--- config.mk ---
export PLATFORM = sky130hd
export DESIGN_NAME = order_mem_responder
export DESIGN_NICKNAME = d
export VERILOG_FILES = /design/src/rtl/order_mem_responder.sv
export SDC_FILE = /design/constraint.sdc
export NUM_CORES = 1
export LEC_CHECK = 0
export ABC_CLOCK_PERIOD_IN_PS = 6350
export CAP_MARGIN = 0
export CORE_MARGIN = 2
export CORE_UTILIZATION = 65
export CTS_BUF_LIST = sky130_fd_sc_hd__clkbuf_4 sky130_fd_sc_hd__clkbuf_8
export DETAILED_ROUTE_END_ITERATION = 6
export PLACE_DENSITY = 0.95
export SYNTH_ARGS = -nofsm -noshare
export SYNTH_HDL_FRONTEND = slang
export SYNTH_SLANG_ARGS = --single-unit
--- constraint.sdc ---
create_clock -name clk_in -period 6.35 [get_ports clk_in]
set_input_delay 0.635 -clock clk_in [delete_from_list [all_inputs] [get_ports clk_in]]
set_output_delay 0.635 -clock clk_in [all_outputs]
set_load 0.01 [all_outputs]
--- src/rtl/order_mem_responder.sv ---
`default_nettype none
// +------------------------------------------------------------------------------+
// | order_mem_responder: fixed-latency single-request book_entry storage responder |
// | Rev 1.0                                                                      |
// +------------------------------------------------------------------------------+
module order_mem_responder #(
  parameter int PRICE_W       = 16,
  parameter int QTY_W         = 16,
  parameter int ADDRESS_INDEX = 4,
  parameter int MAX_INDEX     = 15,
  parameter int DEPTH         = MAX_INDEX + 1,
  parameter int LATENCY       = 2
) (
  input  logic                       clk_in,
  input  logic                       rst_in,
  input  logic                       mem_start,
  input  logic [ADDRESS_INDEX:0]     addr,
  input  logic                       is_write,
  input  logic [PRICE_W+QTY_W-1:0]   data_w,
  output logic                       valid,
  output logic [PRICE_W+QTY_W-1:0]   data_r,
  output logic                       ready_o,
  output logic                       addr_err,
  output logic                       dropped
);

  localparam int ENTRY_W = PRICE_W + QTY_W;
  localparam int ADDR_W  = ADDRESS_INDEX + 1;
  localparam int CNT_W   = $clog2(LATENCY + 1);
  localparam int IDX_W   = (DEPTH > 1) ? $clog2(DEPTH) : 1;
  localparam logic [ADDR_W:0]    DEPTH_EXT = (ADDR_W + 1)'(DEPTH);
  localparam logic [CNT_W-1:0]   CNT_LOAD  = CNT_W'(LATENCY - 1);
  localparam logic [CNT_W-1:0]   CNT_ONE   = CNT_W'(1);

  // The completion ("DONE") step is not a resting state: it is the edge that
  // leaves WAIT (or IDLE when LATENCY==1) and lands back in IDLE with valid set.
  typedef enum logic [0:0] {
    IDLE = 1'b0,
    WAIT = 1'b1
  } state_e;

  state_e               state_q, state_d;
  logic [CNT_W-1:0]     cnt_q, cnt_d;
  logic [ADDR_W-1:0]    req_addr_q, req_addr_d;
  logic                 req_wr_q, req_wr_d;
  logic [ENTRY_W-1:0]   req_data_q, req_data_d;
  logic                 valid_q, valid_d;
  logic [ENTRY_W-1:0]   data_r_q, data_r_d;
  logic                 addr_err_q, addr_err_d;
  logic                 dropped_q, dropped_d;
  logic [ENTRY_W-1:0]   mem_q [DEPTH];

  logic                 done;
  logic                 cur_wr;
  logic                 in_range;
  logic [ADDR_W-1:0]    cur_addr;
  logic [ENTRY_W-1:0]   cur_data;
  logic [IDX_W-1:0]     cur_idx;

  always_comb begin
    state_d    = state_q;
    cnt_d      = cnt_q;
    req_addr_d = req_addr_q;
    req_wr_d   = req_wr_q;
    req_data_d = req_data_q;
    done       = 1'b0;
    cur_addr   = req_addr_q;
    cur_wr     = req_wr_q;
    cur_data   = req_data_q;

    case (state_q)
      IDLE: begin
        if (mem_start) begin
          req_addr_d = addr;
          req_wr_d   = is_write;
          req_data_d = data_w;
          cnt_d      = CNT_LOAD;
          // Single-cycle latency completes on the accept edge straight from the inputs.
          if (LATENCY == 1) begin
            done     = 1'b1;
            cur_addr = addr;
            cur_wr   = is_write;
            cur_data = data_w;
          end else begin
            state_d = WAIT;
          end
        end
      end
      WAIT: begin
        cnt_d = cnt_q - CNT_ONE;
        if (cnt_q == CNT_ONE) begin
          done    = 1'b1;
          state_d = IDLE;
        end
      end
      default: state_d = IDLE;
    endcase

    in_range   = ({1'b0, cur_addr} < DEPTH_EXT);
    cur_idx    = cur_addr[IDX_W-1:0];
    valid_d    = done;
    addr_err_d = done && !in_range;
    dropped_d  = mem_start && (state_q != IDLE);
    data_r_d   = (done && !cur_wr && in_range) ? mem_q[cur_idx] : data_r_q;
  end

  always_ff @(posedge clk_in or posedge rst_in) begin
    if (rst_in) begin
      state_q    <= IDLE;
      cnt_q      <= '0;
      req_addr_q <= '0;
      req_wr_q   <= 1'b0;
      req_data_q <= '0;
      valid_q    <= 1'b0;
      data_r_q   <= '0;
      addr_err_q <= 1'b0;
      dropped_q  <= 1'b0;
    end else begin
      state_q    <= state_d;
      cnt_q      <= cnt_d;
      req_addr_q <= req_addr_d;
      req_wr_q   <= req_wr_d;
      req_data_q <= req_data_d;
      valid_q    <= valid_d;
      data_r_q   <= data_r_d;
      addr_err_q <= addr_err_d;
      dropped_q  <= dropped_d;
    end
  end

  // Storage survives reset; an aborted request never reaches the completion edge.
  always_ff @(posedge clk_in) begin
    if (done && cur_wr && in_range) begin
      mem_q[cur_idx] <= cur_data;
    end
  end

  assign valid    = valid_q;
  assign data_r   = data_r_q;
  assign ready_o  = (state_q == IDLE);
  assign addr_err = addr_err_q;
  assign dropped  = dropped_q;

endmodule
`default_nettype wire
==> results.md <==
* H-Tree Depth at 3
* Antenna Violating Nets Remaining at 0
* Port Buf Inserts at 76
* Pwr dens at 457 mW/mm²
* Leakage power at slightly below 9 nW
* Initial DRC count at 1293
* WP data required at approximately 6.9 ns
* Routability-driven placement congestion ratio at between 0.7 and 0.8
* Wirelength per Cell at around 29 µm
* Post-Syn Area at 0.0223 mm²
* I/O Pins at 77
* Top delay family on crit path: simple AND/OR/NAND/NOR gates
* Total wire length at roughly 50 mm
* Setup Crit Path Kind: flop to flop
* Final min period at 3.78 ns
* Vias at 11400
* #FFs+latches synth at between 500 and 600
* Setup TNS at 0 ns
* Initial antenna violation count at 0
* Post-synth top flop: edfxtp_1
* Synth top area share at ~70%
* Layout cells sized above 1 at between 20 and 30%
* Num rows at 67
* Dominant cell type by area after synthesis: edfxtp_1
* WHS at a little under 0.5 ns
* CTS buffer count at about 90
* Post-CTS Setup Inserts at 0
* Worst endpoint data arrival time at 4.30 ns
* Maximum clock path buffer count at 3
* Setup ws final at ~2.6 ns
* Slew @ Worst Pin at between 1 and 1.5 ns
* Setup-failing EPs final at 0
* Largest net degree at the start of global routing at roughly 120
* Pre-CTS setup slack at around 2.7 ns
* Worst slew margin at roughly a quarter
* Worst Path Buf+Inv at 1
* Largest cells by area after synthesis: edfxtp_1 69%, mux4_2 8.7%, dfrtp_1 8.5%
* Starting Density at 66.2%
* Synthesized netlist cell count at between 1000 and 1500
* DRC at 0
* Crit-path max FO at between 40 and 50
* Clock Latency Late Sink at between 0.6 and 0.7 ns
* Final net count at around 1200
* CP Cell Sequence: buf_4, nand3_1, o22ai_1, nor3_1, o21ai_0
* RSZ-0062 raised after global routing: false
* Hold Buf Count CTS at 0
* Yosys warns at 0
* Total GRT Usage at 29.1%
* Die W at approximately 190 µm
* Total grt overflow at 0
* Die Y at 189 µm
* Clk slew on worst S/H paths at around 0.060 ns
* Clock root buffer: clkbuf_8
* Worst Clk Skew at between 0.02 and 0.025 ns
* CP Capture Type: flop
* Register area share after synthesis at a little under 80%
* Finished Core Util at 75.8%
* Syn Area/Cell at between 20 and 25 µm²
* Crit start category: flop
* # Max-Cap Violations at 0
* CP max-delay cell: nand3_1
* Core area at between 0.03 and 0.04 mm²
* Critical path's largest stage delay at about 1.0 ns
* Final Hold Fails at 0
* DR pass1 iterations at 5
* HP Class: flop to flop
* Peak VDD IR at 391 µV
* Fmax at 265 MHz
* Vias in the first global route at roughly 12000
* Period utilization at 59.5%
* First-pass GRT wire length at about 75 mm
* Area grow syn2layout at 14.6%
* CTS Sinks at 588
* Ant. Diodes at 0
* Status: finished clean
* Final Slew Violations at 0
* Synthesized Nets at between 1000 and 1500
* Post-synth ARST share at between 10% and 20%
* Synth unique cells at 35
* Post_cts resized at 0
* CTS tree: built
* Vias per cell at around 6.6
* Placed wire-length estimate at roughly 27 mm
* EDFF count, synth at slightly above 500
* Full die area at between 0.03 and 0.04 mm²
cells in the final DEF, fill, tap and decap left out, types with 7 or more instances in the layout:
cell type | netlist | final
a22o_1 | 18 | 18
buf_4 | 12 | 26
clkbuf_4 | 0 | 33
clkbuf_8 | 0 | 111
clkdlybuf4s50_1 | 0 | 76
clkinv_1 | 0 | 7
clkinv_2 | 0 | 10
dfrtp_1 | 76 | 73
edfxtp_1 | 512 | 512
mux2_2 | 52 | 52
mux2i_1 | 98 | 98
mux4_1 | 7 | 7
mux4_2 | 86 | 86
nand2_1 | 33 | 33
nor2_4 | 0 | 12
nor3_1 | 22 | 18
o21ai_0 | 25 | 25
o22ai_1 | 34 | 34
cell usage after synthesis (18+ instances only):
cell type and instances:
a22o_1 18, buf_2 22, clkbuf_1 21, dfrtp_1 76
edfxtp_1 512, mux2_2 52, mux2i_1 98, mux4_2 86
nand2_1 33, nor3_1 22, o21ai_0 25, o22ai_1 34
worst register-to-register path, delay by kind of cell, from the launching register on:
kind | cells | cell delay (ns)
buf+inv | 1 | 0.84
flops | 1 | 0.88
simple gates | 2 | 1.24
compound gates | 2 | 0.71
final cells by class:
class	count	area, µm²
inverters	4	16.3
fillers	1654	8140
multi-input cells	422	4820
repair buffers	103	976
flip-flops and latches	588	17300
clock buffers	144	1780
clock inverters	20	125
well taps	448	561
flip-flops by register name, summed over array words and instances, names as in the netlist:
signal and cells:
valid 1, data_r 32, cur_data 32, cur_addr 5, dropped 1, addr_err 1, mem_q 512, state_q 1
cur_wr 1, cnt_q 2
path summary, 6_finish.rpt:
path                                              start                 endpoint  slack [ns]  cells past startpoint
max in group asynchronous                        rst_in  cur_addr[1]$_DFFE_PP0P_        4.81                      3
min in group asynchronous                        rst_in        state_q$_DFF_PP0_        0.72                      3
worst min register to register   data_r[31]$_DFFE_PP0P_   data_r[31]$_DFFE_PP0P_        0.48                      2
worst max-delay path            cur_addr[0]$_DFFE_PP0P_   data_r[21]$_DFFE_PP0P_        2.57                      5
worst min-delay path             data_r[31]$_DFFE_PP0P_   data_r[31]$_DFFE_PP0P_        0.48                      2
worst max register to register  cur_addr[0]$_DFFE_PP0P_   data_r[21]$_DFFE_PP0P_        2.57                      5
per-stage QoR:
| stage | instance area, µm² | total power, W | cells |
|---|---|---|---|
| 2_1_floorplan | 22300 | 0.00749 | 1075 |
| 3_3_place_gp | 23700 | 0.00827 | 1565 |
| 3_5_place_dp | 23700 | 0.00850 | 1565 |
| 4_1_cts | 25600 | 0.0117 | 1729 |
| 5_1_grt | 25600 | 0.0121 | 1729 |
| 6_report | 25600 | 0.0117 | 1729 |
logic make-up (layout without fill, tap and decap cells):
kind of cell | after synthesis | in the layout | synth area share (%)
muxes | 243 | 243 | 16.5
and+or+nand+nor | 91 | 91 | 1.92
buffers and inverters | 65 | 271 | 1.53
AOI/OAI and AO/OA | 87 | 87 | 2.50
adders and majority gates | 1 | 1 | 0.0561
DFF | 588 | 588 | 77.5
metal layers:
metal	routed length, µm	track usage [%]
met2	26000	49.0
met3	4730	5.93
met1	17300	37.4
met4	1860	12.4
met5	0	0
where the power goes:
group / leakage, nW / switching [W] / internal, W / total (W)
combinational: 2.18 / 0.00129 / 0.00137 / 0.00266
sequential: 5.53 / 0.000784 / 0.00503 / 0.00581
clock: 1.02 / 0.00140 / 0.00181 / 0.00321
No activity file was read; power rests on OpenSTA's default activity.
